--- config.mk ---
export PLATFORM = sky130hd
export DESIGN_NAME = axi_10g_ethernet_0_tcp_active_open_manager
export DESIGN_NICKNAME = d
export VERILOG_FILES = /design/src/rtl/axi_10g_ethernet_0_tcp_active_open_manager_pkg.sv /design/src/rtl/axi_10g_ethernet_0_tcp_active_open_manager_retx_timer.sv /design/src/rtl/axi_10g_ethernet_0_tcp_active_open_manager.sv
export SDC_FILE = /design/constraint.sdc
export NUM_CORES = 1
export LEC_CHECK = 0
export CORE_MARGIN = 10
export CORE_UTILIZATION = 51
export CTS_CLUSTER_DIAMETER = 100
export DETAILED_ROUTE_END_ITERATION = 8
export PLACE_DENSITY = 0.83
export SYNTH_ARGS = -nofsm -noshare
export SYNTH_HDL_FRONTEND = slang
export SYNTH_SLANG_ARGS = --single-unit
--- constraint.sdc ---
create_clock -name aclk -period 6.6 [get_ports aclk]
set_clock_uncertainty 0.05 [all_clocks]
set_input_delay 1.65 -clock aclk [delete_from_list [all_inputs] [get_ports aclk]]
set_output_delay 1.65 -clock aclk [all_outputs]
set_load 0.05 [all_outputs]
--- src/rtl/axi_10g_ethernet_0_tcp_active_open_manager_pkg.sv ---
// Shared definitions for the client-side TCP connection manager.
//  - tcp_state_e : connection states, encoded as reported on tcp_state
//  - FLAG_*      : bit positions inside the 4-bit {FIN,SYN,RST,ACK} flag field
//  - TX_*        : flag patterns of the control segments this block requests
//  - bswap32     : host <-> network byte order
//  - seq_lt/le   : serial-number comparison (RFC 1982 style, 32-bit wrap)
package axi_10g_ethernet_0_tcp_active_open_manager_pkg;

  // Local endpoint identity; the TX framer stamps these on outgoing segments.
  localparam logic [31:0] BOARD_IP   = {8'd192, 8'd168, 8'd2, 8'd20};
  localparam logic [15:0] BOARD_PORT = 16'h0024;

  localparam int unsigned RETRY_W = 4;

  typedef enum logic [3:0] {
    ST_IDLE        = 4'd0,
    ST_SYN_SENT    = 4'd2,
    ST_ESTABLISHED = 4'd3,
    ST_FIN_WAIT_1  = 4'd4,
    ST_FIN_WAIT_2  = 4'd5,
    ST_LAST_ACK    = 4'd7,
    ST_TIME_WAIT   = 4'd8
  } tcp_state_e;

  localparam int unsigned FLAG_ACK = 0;
  localparam int unsigned FLAG_RST = 1;
  localparam int unsigned FLAG_SYN = 2;
  localparam int unsigned FLAG_FIN = 3;

  localparam logic [3:0] TX_SYN     = 4'b0100;
  localparam logic [3:0] TX_ACK     = 4'b0001;
  localparam logic [3:0] TX_FIN_ACK = 4'b1001;

  function automatic logic [31:0] bswap32(input logic [31:0] x);
    return {x[7:0], x[15:8], x[23:16], x[31:24]};
  endfunction

  // a < b in sequence space: the wrapped difference a-b is negative.
  function automatic logic seq_lt(input logic [31:0] a, input logic [31:0] b);
    logic [31:0] diff;
    diff = a - b;
    return diff[31];
  endfunction

  function automatic logic seq_le(input logic [31:0] a, input logic [31:0] b);
    return (a == b) || seq_lt(a, b);
  endfunction

endpackage

--- src/rtl/axi_10g_ethernet_0_tcp_active_open_manager_retx_timer.sv ---
// SYN/FIN retransmission timer with retry counter.
//  aclk, areset : clock, synchronous active-high reset
//  start        : (re)start the timeout from zero; the control segment just left
//  stop         : halt the timer and clear the retry count (connection state changed)
//  expire       : high for the one cycle the timeout elapses; the timer then idles
//  retry        : number of expiries since the last stop (saturating)
module axi_10g_ethernet_0_tcp_active_open_manager_retx_timer
  import axi_10g_ethernet_0_tcp_active_open_manager_pkg::*;
#(
  parameter int unsigned RTO_CYCLES = 1562500
) (
  input  logic               aclk,
  input  logic               areset,
  input  logic               start,
  input  logic               stop,
  output logic               expire,
  output logic [RETRY_W-1:0] retry
);

  localparam int unsigned CNT_W = $clog2(RTO_CYCLES + 1);

  logic               running_q, running_d;
  logic [CNT_W-1:0]   cnt_q, cnt_d;
  logic [RETRY_W-1:0] retry_q, retry_d;

  assign expire = running_q && (cnt_q == CNT_W'(RTO_CYCLES - 1));
  assign retry  = retry_q;

  always_comb begin
    running_d = running_q;
    cnt_d     = cnt_q;
    retry_d   = retry_q;
    if (stop) begin
      running_d = 1'b0;
      cnt_d     = '0;
      retry_d   = '0;
    end else if (start) begin
      running_d = 1'b1;
      cnt_d     = '0;
    end else if (expire) begin
      // Idle until the retransmitted segment is actually handed to the framer.
      running_d = 1'b0;
      cnt_d     = '0;
      if (retry_q != '1) retry_d = retry_q + RETRY_W'(1);
    end else if (running_q) begin
      cnt_d = cnt_q + CNT_W'(1);
    end
  end

  always_ff @(posedge aclk) begin
    if (areset) begin
      running_q <= 1'b0;
      cnt_q     <= '0;
      retry_q   <= '0;
    end else begin
      running_q <= running_d;
      cnt_q     <= cnt_d;
      retry_q   <= retry_d;
    end
  end

endmodule

--- src/rtl/axi_10g_ethernet_0_tcp_active_open_manager.sv ---
// Client-side TCP connection manager: active open (SYN handshake), sequence
// tracking during data transfer, active and passive close.
//  aclk, areset               : clock, synchronous active-high reset
//  connect_req / close_req    : open to dst_* (IDLE only) / active close (ESTABLISHED only)
//  dst_ip, dst_mac, dst_port  : peer address, latched on an accepted connect_req
//  rx_*                       : one parsed segment per rx_valid strobe (seq/ack network order)
//  tx_data_done, tx_data_len  : payload bytes the data engine has sent
//  tx_valid/tx_ready/tx_flags : single-entry control-segment request to the framer
//  seq_number_local, ack_number_local, acked_number : SND.NXT, RCV.NXT, SND.UNA (network order)
//  tx_ip, tx_mac, tx_port     : latched peer address
//  tcp_state                  : current connection state
//  established_moment, connect_fail, closed_moment : one-cycle event pulses
module axi_10g_ethernet_0_tcp_active_open_manager
  import axi_10g_ethernet_0_tcp_active_open_manager_pkg::*;
#(
  parameter logic [31:0] ISS              = 32'h0000_1000,
  parameter int unsigned RTO_CYCLES       = 1562500,
  parameter int unsigned MAX_RETRY        = 3,
  parameter int unsigned TIME_WAIT_CYCLES = 15625
) (
  input  logic        aclk,
  input  logic        areset,
  input  logic        connect_req,
  input  logic        close_req,
  input  logic [31:0] dst_ip,
  input  logic [47:0] dst_mac,
  input  logic [15:0] dst_port,
  input  logic        rx_valid,
  input  logic        rx_syn,
  input  logic        rx_ack,
  input  logic        rx_fin,
  input  logic        rx_rst,
  input  logic [31:0] rx_seq_number,
  input  logic [31:0] rx_ack_number,
  input  logic [31:0] rx_ip,
  input  logic [15:0] rx_port,
  input  logic [15:0] rx_data_len,
  input  logic        tx_data_done,
  input  logic [15:0] tx_data_len,
  output logic        tx_valid,
  input  logic        tx_ready,
  output logic [3:0]  tx_flags,
  output logic [31:0] seq_number_local,
  output logic [31:0] ack_number_local,
  output logic [31:0] acked_number,
  output logic [31:0] tx_ip,
  output logic [47:0] tx_mac,
  output logic [15:0] tx_port,
  output logic [3:0]  tcp_state,
  output logic        established_moment,
  output logic        connect_fail,
  output logic        closed_moment
);

  localparam int unsigned TW_W = $clog2(TIME_WAIT_CYCLES + 1);

  tcp_state_e  state_q, state_d;
  logic [31:0] seq_q, seq_d;      // SND.NXT, host order
  logic [31:0] una_q, una_d;      // SND.UNA
  logic [31:0] ack_q, ack_d;      // RCV.NXT
  logic [31:0] ip_q, ip_d;
  logic [47:0] mac_q, mac_d;
  logic [15:0] port_q, port_d;
  logic        tx_valid_q, tx_valid_d;
  logic [3:0]  tx_flags_q, tx_flags_d;
  logic        est_q, est_d;
  logic        fail_q, fail_d;
  logic        closed_q, closed_d;
  logic [TW_W-1:0] tw_cnt_q, tw_cnt_d;

  logic        req;
  logic [3:0]  req_flags;
  logic        drop;

  logic        rto_expire;
  logic [RETRY_W-1:0] retry;
  logic        retry_left;
  logic        tx_fire;
  logic        timer_start;
  logic        timer_stop;

  logic        rx_match;
  logic [31:0] rx_seq_h;
  logic [31:0] rx_ack_h;
  logic        acks_all;
  logic        in_order;

  assign rx_seq_h   = bswap32(rx_seq_number);
  assign rx_ack_h   = bswap32(rx_ack_number);
  assign rx_match   = rx_valid && (rx_ip == ip_q) && (rx_port == port_q);
  assign acks_all   = rx_ack && (rx_ack_h == seq_q);
  assign in_order   = (rx_seq_h == ack_q);
  assign retry_left = retry < RETRY_W'(MAX_RETRY);

  assign tx_fire     = tx_valid_q && tx_ready;
  assign timer_start = tx_fire && (tx_flags_q[FLAG_SYN] || tx_flags_q[FLAG_FIN]);
  assign timer_stop  = (state_d != state_q);

  axi_10g_ethernet_0_tcp_active_open_manager_retx_timer #(
    .RTO_CYCLES (RTO_CYCLES)
  ) u_retx_timer (
    .aclk   (aclk),
    .areset (areset),
    .start  (timer_start),
    .stop   (timer_stop),
    .expire (rto_expire),
    .retry  (retry)
  );

  always_comb begin
    // NOTE: every signal written here gets a default first, so no path through the case can infer a latch.
    state_d    = state_q;
    seq_d      = seq_q;
    una_d      = una_q;
    ack_d      = ack_q;
    ip_d       = ip_q;
    mac_d      = mac_q;
    port_d     = port_q;
    tx_valid_d = tx_valid_q && !tx_ready;
    tx_flags_d = tx_flags_q;
    est_d      = 1'b0;
    fail_d     = 1'b0;
    closed_d   = 1'b0;
    tw_cnt_d   = tw_cnt_q;
    req        = 1'b0;
    req_flags  = '0;
    drop       = 1'b0;

    if (rx_match && rx_rst && (state_q != ST_IDLE)) begin
      state_d = ST_IDLE;
      drop    = 1'b1;
      fail_d  = (state_q == ST_SYN_SENT);
    end else begin
      unique case (state_q)
        ST_IDLE: begin
          if (connect_req) begin
            ip_d      = dst_ip;
            mac_d     = dst_mac;
            port_d    = dst_port;
            seq_d     = ISS;
            una_d     = ISS;
            req       = 1'b1;
            req_flags = TX_SYN;
            state_d   = ST_SYN_SENT;
          end
        end

        ST_SYN_SENT: begin
          if (rx_match && rx_syn && rx_ack && (rx_ack_h == ISS + 32'd1)) begin
            ack_d     = rx_seq_h + 32'd1;
            seq_d     = ISS + 32'd1;
            una_d     = ISS + 32'd1;
            req       = 1'b1;
            req_flags = TX_ACK;
            state_d   = ST_ESTABLISHED;
            est_d     = 1'b1;
          end else if (rto_expire) begin
            if (retry_left) begin
              req       = 1'b1;
              req_flags = TX_SYN;
            end else begin
              state_d = ST_IDLE;
              fail_d  = 1'b1;
              drop    = 1'b1;
            end
          end
        end

        ST_ESTABLISHED: begin
          if (tx_data_done) seq_d = seq_q + {16'd0, tx_data_len};
          if (rx_match && rx_ack && seq_lt(una_q, rx_ack_h) && seq_le(rx_ack_h, seq_q))
            una_d = rx_ack_h;
          // A peer FIN wins over a close_req arriving in the same cycle.
          if (rx_match && in_order && rx_fin) begin
            ack_d     = ack_q + {16'd0, rx_data_len} + 32'd1;
            seq_d     = seq_d + 32'd1;
            req       = 1'b1;
            req_flags = TX_FIN_ACK;
            state_d   = ST_LAST_ACK;
          end else begin
            if (rx_match && in_order) begin
              ack_d = ack_q + {16'd0, rx_data_len};
              if (rx_data_len != 16'd0) begin
                req       = 1'b1;
                req_flags = TX_ACK;
              end
            end
            if (close_req) begin
              seq_d     = seq_d + 32'd1;
              req       = 1'b1;
              req_flags = TX_FIN_ACK;
              state_d   = ST_FIN_WAIT_1;
            end
          end
        end

        ST_FIN_WAIT_1: begin
          if (rx_match && acks_all) una_d = rx_ack_h;
          if (rx_match && rx_fin) begin
            // Without our FIN acked this is a simultaneous close: ACK it and keep waiting.
            ack_d     = ack_q + 32'd1;
            req       = 1'b1;
            req_flags = TX_ACK;
            if (acks_all) begin
              state_d  = ST_TIME_WAIT;
              tw_cnt_d = '0;
            end
          end else if (rx_match && acks_all) begin
            state_d = ST_FIN_WAIT_2;
          end else if (rto_expire) begin
            if (retry_left) begin
              req       = 1'b1;
              req_flags = TX_FIN_ACK;
            end else begin
              state_d  = ST_IDLE;
              closed_d = 1'b1;
              drop     = 1'b1;
            end
          end
        end

        ST_FIN_WAIT_2: begin
          if (rx_match && rx_fin) begin
            ack_d     = ack_q + 32'd1;
            req       = 1'b1;
            req_flags = TX_ACK;
            state_d   = ST_TIME_WAIT;
            tw_cnt_d  = '0;
          end
        end

        ST_LAST_ACK: begin
          if (rx_match && acks_all) begin
            una_d    = rx_ack_h;
            state_d  = ST_IDLE;
            closed_d = 1'b1;
          end else if (rto_expire) begin
            if (retry_left) begin
              req       = 1'b1;
              req_flags = TX_FIN_ACK;
            end else begin
              state_d = ST_IDLE;
              drop    = 1'b1;
            end
          end
        end

        ST_TIME_WAIT: begin
          // A retransmitted FIN means our last ACK was lost: re-ACK and restart the dwell.
          if (rx_match && rx_fin) begin
            req       = 1'b1;
            req_flags = TX_ACK;
            tw_cnt_d  = '0;
          end else if (tw_cnt_q == TW_W'(TIME_WAIT_CYCLES - 1)) begin
            state_d  = ST_IDLE;
            closed_d = 1'b1;
          end else begin
            tw_cnt_d = tw_cnt_q + TW_W'(1);
          end
        end

        default: state_d = ST_IDLE;
      endcase
    end

    // Single-entry slot: a new request overwrites whatever is still pending.
    if (drop) begin
      tx_valid_d = 1'b0;
    end else if (req) begin
      tx_valid_d = 1'b1;
      tx_flags_d = req_flags;
    end
  end

  always_ff @(posedge aclk) begin
    // NOTE: non-blocking assignments here so every flop samples pre-edge values regardless of statement order.
    if (areset) begin
      state_q    <= ST_IDLE;
      seq_q      <= '0;
      una_q      <= '0;
      ack_q      <= '0;
      ip_q       <= '0;
      mac_q      <= '0;
      port_q     <= '0;
      tx_valid_q <= 1'b0;
      tx_flags_q <= '0;
      est_q      <= 1'b0;
      fail_q     <= 1'b0;
      closed_q   <= 1'b0;
      tw_cnt_q   <= '0;
    end else begin
      state_q    <= state_d;
      seq_q      <= seq_d;
      una_q      <= una_d;
      ack_q      <= ack_d;
      ip_q       <= ip_d;
      mac_q      <= mac_d;
      port_q     <= port_d;
      tx_valid_q <= tx_valid_d;
      tx_flags_q <= tx_flags_d;
      est_q      <= est_d;
      fail_q     <= fail_d;
      closed_q   <= closed_d;
      tw_cnt_q   <= tw_cnt_d;
    end
  end

  assign tx_valid           = tx_valid_q;
  assign tx_flags           = tx_flags_q;
  assign seq_number_local   = bswap32(seq_q);
  assign ack_number_local   = bswap32(ack_q);
  assign acked_number       = bswap32(una_q);
  assign tx_ip              = ip_q;
  assign tx_mac             = mac_q;
  assign tx_port            = port_q;
  assign tcp_state          = state_q;
  assign established_moment = est_q;
  assign connect_fail       = fail_q;
  assign closed_moment      = closed_q;

endmodule

==> reports/qor.yml <==
status:
  status: "completed"
sta:
  max_freq_ghz: 0.171
  maxSlewHeadroom: 0.279
  holdWs_ns: 0.403
  timing.final.crit_share: 0.884
  setup-tns-final_ns: 0
  drv_slew: 0
  setup_violations: 0
  grt_setup_unrepaired: "false"
  worst_pin_slew_ns: 1.08
  final_hold_viol_count: 0
  finalCriticalPeriod_ns: 5.83
yosys:
  syn-num-nets: 2722
  yosysSeqAreaShare: 0.275
  synth_cells: 2369
  synth_cell_types: 88
  synth_top_area_cell: "dfxtp_1"
  ys_warn_count: 0
  yosys_most_used_dff: "dfxtp_1"
  synth_edf_count: 0
  syn_area_mm2: 0.0177
  yosysTopAreaCellShare: 0.275
  syn_avg_cell_area_um2: 7.46
  ys_async_sr_fraction: 0
  ys_top_cells_by_area: "dfxtp_1, nand2_1, xor2_1"
  ys_seq_elements: 243
floorplanning:
  core_mm2: 0.0344
  io-pin-count: 455
  die_x_um: 206
  initial_core_util: 0.514
  die_area_mm2: 0.0425
  rows: 68
  fp.dieH_um: 206
place:
  placed_area_mm2: 0.0225
  hpwl_um: 57000
  placed_cells: 3170
  io_buffers: 453
  place_congestion: 0.994
clocking:
  cts_tree: "built"
  cts_buffer_depth: 3
  clkTransAtPathRegs_ns: 0.07
  cts-resized-gates: 0
  clk_latency_ns: 0.56
  cts_setup_buffers: 0
  htree_levels: 1
  hold_buffers: 0
  cts_root_buf: "clkbuf_16"
  clock_sinks: 243
  cts_inserted_buffers: 28
detailed_routing:
  drt_first_pass_iters: 6
  drt-initial-drc-count: 1688
  drt-wirelength-per-cell_um: 22.5
  drt_wl_total_um: 72600
  drtAntennaViolNets: 0
  drc_errors: 0
  vias: 19500
  vias_per_cell: 6.06
global_route:
  antenna_found_initial: 3
  grt_pass1_vias: 19400
  grt_max_degree: 99
  globalRoute.totalOverflow: 0
  grt_pass1_wl_um: 111000
  grt_use_total: 0.326
worst_setup_path:
  cp_data_arrival_time_ns: 6.22
  critical_path_class: "in -> reg"
  cp_max_fo: 6
  critPathLaunchType: "input pin"
  cp.required_ns: 6.99
  end_kind: "flip-flop"
cells_and_area:
  final_core_util: 0.681
  final_nets: 3098
  drive_above_1_share: 0.0365
  synthToLayoutAreaGrowth_pct: 32.4
  final_cells: 3222
  fin_area_mm2: 0.0234
power_and_ir_drop:
  power.density_mw_per_mm2: 183
  leakage_nw: 9.15
  vdd_ir_drop_max_v: 0.000186
hold_path:
  hold_class: "reg -> reg"
job:
  cap_violations: 0
==> through the flow <==
step	power (mW)	worst slack, ns
3_5_place_dp	2.74	0.262
5_1_grt	4.43	0.559
2_1_floorplan	2.27	1.16
4_1_cts	4.28	0.820
6_report	4.28	0.768
3_3_place_gp	2.73	0.306
==> report_power, final <==
group / internal (mW) / total (mW) / switching, mW
logic: 0.436 / 1.12 / 0.680
clock network: 0.904 / 1.55 / 0.645
registers: 1.53 / 1.61 / 0.0868
total: 2.87 / 4.28 / 1.41
==> critical path, cell delays in order <==
cell	delay, ns
clkdlybuf4s50_1	0.46
ha_1	0.19
inv_1	0.06
fa_1	0.40
nand2b_1	0.19
a211oi_2	0.43
o31ai_1	0.23
o21a_1	0.28
or4_1	0.56
xnor2_1	0.18
or4_1	0.59
or2_1	0.34
o41ai_2	0.35
mux2i_1	0.22
o21ai_1	0.08
==> cell usage after synthesis, drive strengths merged, types with 21 or more instances <==
library cell,number
nand2,354
dfxtp,243
a21oi,217
nor2,200
xor2,146
ha,100
clkbuf,96
inv,95
nor3,91
o21ai,80
xnor2,74
mux2i,70
nand3,70
nand4,59
nor4,53
a21o,40
and3,32
buf,31
a211oi,22
or3,22
a31oi,21
o211ai,21
==> kinds of logic (layout without fill, tap and decap cells) <==
family	Yosys count	in the layout	synth area share
simple gates	981	981	0.264
other cells	1	4	0.000212
xor+xnor	220	220	0.109
fa+ha+maj	102	102	0.0731
mux	75	75	0.0428
buf+inv	222	617	0.0484
flops	243	243	0.275
compound gates	525	525	0.187
==> registers in the layout (all words and copies together), names as in the netlist, 14 cells and up <==
| signal | cells |
|---|---|
| tx_mac | 48 |
| ack_q | 32 |
| seq_q | 32 |
| tx_ip | 32 |
| una_q | 32 |
| u_retx_timer.cnt_q | 21 |
| tx_port | 16 |
| tw_cnt_q | 14 |
==> path summary, 6_finish.rpt <==
path / start / slack [ns] / end / depth (start not counted)
worst min-delay path: tx_mac[9]$_SDFFE_PP0P_ / 0.40 / tx_mac[9]$_SDFFE_PP0P_ / 2
worst max-delay path: tx_data_len[0] / 0.77 / seq_q[30]$_SDFFE_PP0P_ / 15
worst max register to register: seq_q[0]$_SDFFE_PP0P_ / 1.72 / seq_q[30]$_SDFFE_PP0P_ / 14
worst min register to register: tx_mac[9]$_SDFFE_PP0P_ / 0.40 / tx_mac[9]$_SDFFE_PP0P_ / 2
==> cell type report <==
type,count,area (um^2)
fillers,2943,11000
inverters,95,357
well taps,455,569
diodes,3,7.51
repair buffers,473,4690
clock inverters,7,73.8
multi-input cells,1904,12000
clock buffers,42,833
flip-flops and latches,243,4870
==> layer usage <==
metal,global-route usage,vias to the layer above,wire length [um]
li1,-,9189,-
met1,0.371,9141,27300
met2,0.568,999,34900
met3,0.0813,195,7000
met4,0.138,0,3290
met5,0,-,0
==> layout by cell type, fill, tap and decap left out, types with 8 or more instances in the layout <==
cell	instances
clkdlybuf4s50_1	452
nand2_1	353
dfxtp_1	242
a21oi_1	215
nor2_1	199
xor2_1	146
ha_1	100
inv_1	94
nor3_1	91
xnor2_1	74
o21ai_0	71
nand3_1	70
mux2i_1	70
nand4_1	59
nor4_1	50
a21o_1	40
and3_1	32
clkbuf_16	28
or3_1	22
o211ai_1	21
a211oi_1	21
a31oi_1	21
buf_4	20
o21a_1	16
a22oi_1	16
nand3b_1	15
nor2b_1	13
and2_1	13
nand2b_1	13
o22ai_1	9
clkbuf_8	8
(Power assumes the default switching activity.)
